### config.mk
export PLATFORM = sky130hd
export DESIGN_NAME = saturating_drain
export DESIGN_NICKNAME = d
export VERILOG_FILES = /design/src/rtl/saturating_drain_pkg.sv /design/src/rtl/saturating_sub_floor.sv /design/src/rtl/saturating_drain.sv
export SDC_FILE = /design/constraint.sdc
export NUM_CORES = 1
export LEC_CHECK = 0
export ABC_AREA = 1
export CORE_ASPECT_RATIO = 1.25
export CORE_MARGIN = 2
export CORE_UTILIZATION = 55
export DETAILED_ROUTE_END_ITERATION = 8
export PLACE_DENSITY = 0.8
export SYNTH_ARGS = -nofsm -noshare
export SYNTH_HDL_FRONTEND = slang
export SYNTH_SLANG_ARGS = --single-unit
### constraint.sdc
create_clock -name _m_clk -period 11.6 [get_ports _m_clk]
set_input_delay 2.32 -clock _m_clk [delete_from_list [all_inputs] [get_ports _m_clk]]
set_output_delay 2.32 -clock _m_clk [all_outputs]
set_load 0.1 [all_outputs]
### src/rtl/saturating_drain_pkg.sv
// Shared types and constants for the saturating drain block: state encoding,
// output word field offsets and the default operand width.
package saturating_drain_pkg;

    localparam int DEFAULT_WIDTH = 8;

    typedef enum logic [1:0] {
        IDLE = 2'd0,
        RUN  = 2'd1,
        DONE = 2'd2
    } state_t;

    // Bit offsets inside the packed {acc, busy, done, at_floor} output word
    localparam int OUT_AT_FLOOR = 0;
    localparam int OUT_DONE     = 1;
    localparam int OUT_BUSY     = 2;
    localparam int OUT_ACC      = 3;

endpackage

### src/rtl/saturating_sub_floor.sv
// Combinational a - step, clamped so the result never borrows below zero and
// never drops under floor.
module saturating_sub_floor
    import saturating_drain_pkg::*;
#(
    parameter int WIDTH = DEFAULT_WIDTH
) (
    input  logic [WIDTH-1:0] a,
    input  logic [WIDTH-1:0] step,
    input  logic [WIDTH-1:0] floor,
    output logic [WIDTH-1:0] result
);

    logic [WIDTH:0] diff;

    always_comb begin
        // Extra MSB catches the borrow when step exceeds a
        diff = {1'b0, a} - {1'b0, step};
        if (diff[WIDTH] || (diff[WIDTH-1:0] < floor))
            result = floor;
        else
            result = diff[WIDTH-1:0];
    end

endmodule

### src/rtl/saturating_drain.sv
// Drains an accumulator by a fixed step each cycle down to a latched floor,
// then pulses done for one cycle and returns to idle holding the final value.
module saturating_drain
    import saturating_drain_pkg::*;
#(
    parameter int WIDTH = DEFAULT_WIDTH
) (
    input  logic             _m_clk,
    input  logic             _m_rst,
    input  logic             _m_start,
    input  logic [WIDTH-1:0] _m_value,
    input  logic [WIDTH-1:0] _m_step,
    input  logic [WIDTH-1:0] _m_min,
    output logic [WIDTH+2:0] __output
);

    state_t           state_q, state_d;
    logic [WIDTH-1:0] acc_q, acc_d;
    logic [WIDTH-1:0] step_q, step_d;
    logic [WIDTH-1:0] floor_q, floor_d;

    logic [WIDTH-1:0] sub_a, sub_step, sub_floor, sub_res;

    // In IDLE a zero step turns the subtractor into max(value, min) for the load
    always_comb begin
        if (state_q == IDLE) begin
            sub_a     = _m_value;
            sub_step  = '0;
            sub_floor = _m_min;
        end else begin
            sub_a     = acc_q;
            sub_step  = step_q;
            sub_floor = floor_q;
        end
    end

    saturating_sub_floor #(.WIDTH(WIDTH)) u_sub (
        .a      (sub_a),
        .step   (sub_step),
        .floor  (sub_floor),
        .result (sub_res)
    );

    always_comb begin
        state_d = state_q;
        acc_d   = acc_q;
        step_d  = step_q;
        floor_d = floor_q;
        case (state_q)
            IDLE: begin
                if (_m_start) begin
                    step_d  = _m_step;
                    floor_d = _m_min;
                    acc_d   = sub_res;
                    state_d = ((_m_value <= _m_min) || (_m_step == '0)) ? DONE : RUN;
                end
            end
            RUN: begin
                acc_d = sub_res;
                if (sub_res == floor_q)
                    state_d = DONE;
            end
            DONE:    state_d = IDLE;
            default: state_d = IDLE;
        endcase
    end

    always_ff @(posedge _m_clk) begin
        if (_m_rst) begin
            state_q <= IDLE;
            acc_q   <= '0;
            step_q  <= '0;
            floor_q <= '0;
        end else begin
            state_q <= state_d;
            acc_q   <= acc_d;
            step_q  <= step_d;
            floor_q <= floor_d;
        end
    end

    always_comb begin
        __output                     = '0;
        __output[OUT_ACC +: WIDTH]   = acc_q;
        __output[OUT_BUSY]           = (state_q != IDLE);
        __output[OUT_DONE]           = (state_q == DONE);
        __output[OUT_AT_FLOOR]       = (acc_q == floor_q);
    end

endmodule

==> results.txt <==
Vias per Instance: 5.18
transition time of the tightest slew-check pin: 1.04 ns
Synth Area in Simple Gates: 0.283
wire length per cell: 12.8 µm
hold_buf cts: 0
fin area: 2750 µm²
RePlAce Congestion: 0.891
total track usage: 0.255
Syn Inst Count: 361
via count: 2312
CP arrival: 5.88 ns
syn avg cell area: 6.43 µm²
Max rail drop VDD: 0.0000994 V
antenna fix cells: 0
Final period util: 0.493
mux cell area share after synthesis: 0
largest area contributor in the netlist: dfxtp_1
Crit path required time: 11.76 ns
post-synth cell types: 29
Starting Density: 0.571
placed cell areas: 2710 µm²
clk slew on worst S/H paths: 0.09 ns
fin nets: 443
die width: 62.1 µm
post-cts gate resize count: 0
RSZ-0062 raised after global routing: false
count leader, synth: nand2_1
syn_nets: 412
initial antenna violation count: 0
Max Slew Vio Count: 0
XOR/XNOR Fraction of Synth Area: 0.0603
R2R cell count: 22
Port-buffer cells: 37
final hold viol count: 0
Routed WL: 5710 µm
chip height: 76.7 µm
critical setup path kind: input port to flop
Area contributors post-synth: dfxtp_1 22%, ha_1 12%, nand2_1 12%
largest net degree at the start of global routing: 33
EDFF count, synth: 0
warnings from Yosys: 0
Worst R2R Start: state_q[0]$_SDFFE_PP0P_
Post-CTS Setup Inserts: 0
Post-Syn Area: 2320 µm²
crit path time final: 5.72 ns
residual DRC count: 0
Detailed Routing Iterations Pass 1: 4
FF-to-FF setup slack: 7.13 ns
post-route setup TNS: 0 ns
hold depth: 2
DP HPWL: 4540 µm
pre-CTS worst setup slack: 5.59 ns
sequential fraction of the synthesis area: 0.224
Area growth syn-to-layout: 18.3%
CTS Buffer Depth: 2
Routed Antenna Nets: 0
Synth Flop Type: dfxtp_1
First DRT Iteration DRCs: 110
reg2reg end: state_q[0]$_SDFFE_PP0P_
clock root cell: clkbuf_8
Post-synth ARST share: 0
Max Cap Viol: 0
Max Clock Freq: 175 MHz
share of cells above drive strength 1: 0.0564
count of final setup violators: 0
core box area: 4070 µm²
GRT overflow: 0
flops & latches, synth: 26
Startpoint Class: input port
hold path startpoint: step_q[0]$_SDFFE_PP0P_
relative slew slack: 0.306
row count: 26
Clock Skew: 0.00122 ns
hold endpoint: step_q[0]$_SDFFE_PP0P_
post-synthesis adder-cell area fraction: 0.133
worst hold path class: flop to flop
crit-path max FO: 12
top cells by count, synth: 73 x nand2_1, 60 x inv_1, 42 x o21ai_0
PD cells: 197 nW/µm²
status: finished, final reports clean
Synth top area share: 0.224
I/O Pins: 38
die area: 4760 µm²
Sink Count: 26
first-pass GRT wire length: 9920 µm
compound-gate portion of the synthesized area: 0.177
largest family of logic cells by synthesized area: simple AND/OR/NAND/NOR gates
CTS tree: done
CTS buffer count: 3
clk_lat worst skew: 0.27 ns
worst setup margin: 5.88 ns
vias in the first global route: 2254
CP endpoint kind: flop
P_leak: 0.00135 µW
H-tree Lvls: 1
[cell type report]
| type | count | area [µm²] |
|---|---|---|
| Clock buffer | 3 | 41.3 |
| Fill cell | 402 | 1320 |
| Inverter | 61 | 229 |
| Multi-Input combinational cell | 263 | 1520 |
| Sequential cell | 26 | 520 |
| Tap cell | 56 | 70.1 |
| Timing Repair Buffer | 37 | 370 |
[per-stage QoR]
stage / instances / total power [µW] / hold slack [ns] / util
floorplan: 361 / 421 / 0.430 / -
global placement: 443 / 480 / 0.461 / 0.665
detailed placement: 443 / 486 / 0.470 / 0.665
CTS: 446 / 541 / 0.484 / 0.675
global route: 446 / 591 / 0.511 / 0.675
finish: 446 / 541 / 0.480 / 0.675
[registers in the layout, indices dropped and copies added, names as in the netlist]
register,flops
acc_q,8
floor_q,8
state_q,2
step_q,8
[placed cells by master, fill, tap and decap left out, types with 11 or more instances in the layout]
cell             netlist  final
nand2_2               11     11
clkdlybuf4s50_1        0     37
nand2_1               73     73
o21ai_0               42     42
inv_1                 60     60
nand3_1               24     24
ha_1                  23     23
dfxtp_1               26     26
nor2_1                24     24
a21oi_1               28     28
[power breakdown]
part | switching (µW) | internal (µW) | total (µW) | leakage [µW]
clock | 30.4 | 23.4 | 53.8 | 0.0000216
combinational | 250 | 119 | 370 | 0.00111
sequential | 13.1 | 104 | 117 | 0.000216
total | 294 | 247 | 541 | 0.00135
[worst max-delay path by stage]
stage	startpoint	end	slack, ns
detailed placement	_m_value[2]	state_q[0]$_SDFFE_PP0P_	5.59
global route	_m_value[2]	state_q[0]$_SDFFE_PP0P_	5.41
finish	_m_value[2]	state_q[0]$_SDFFE_PP0P_	5.88
CTS	_m_value[2]	state_q[0]$_SDFFE_PP0P_	5.88
floorplan	_m_value[0]	state_q[0]$_SDFFE_PP0P_	6.58
global placement	_m_value[2]	state_q[0]$_SDFFE_PP0P_	5.69
[cells by family (layout without fill, tap and decap cells)]
family / count (synthesis) / count (layout)
and+or+nand+nor: 145 / 145
buffers and inverters: 72 / 101
AOI/OAI and AO/OA: 78 / 78
DFF: 26 / 26
adders and majority gates: 24 / 24
xor gates and xnor gates: 16 / 16
[critical path: stages]
cell and delay [ns]:
clkdlybuf4s50_1 0.42, nand2_1 0.07, o21ai_0 0.08, ha_1 0.41, a21oi_1 0.15, nand2_1 0.11
a31oi_1 0.25, xnor2_1 0.19, ha_1 0.28, a21oi_1 0.16, nor2_1 0.05, a211oi_1 0.21
nand2_2 0.21, nand2_2 0.28, nand2_1 0.11, nand2_1 0.10, nand2_1 0.05, nand2_1 0.05
nand2_1 0.05, nor2_1 0.09, nand2_1 0.09, nand2_1 0.09, a21oi_2 0.05
[metal layers]
metal | global-route usage | vias up | share of wire | routed length, µm
li1 | - | 1220 | - | -
met1 | 0.326 | 1019 | 0.45 | 2600
met2 | 0.451 | 63 | 0.48 | 2760
met3 | 0.0249 | 10 | 0.042 | 242
met4 | 0.0822 | 0 | 0.019 | 110
met5 | 0 | - | 0 | 0
No activity file was read; power rests on OpenSTA's default activity.
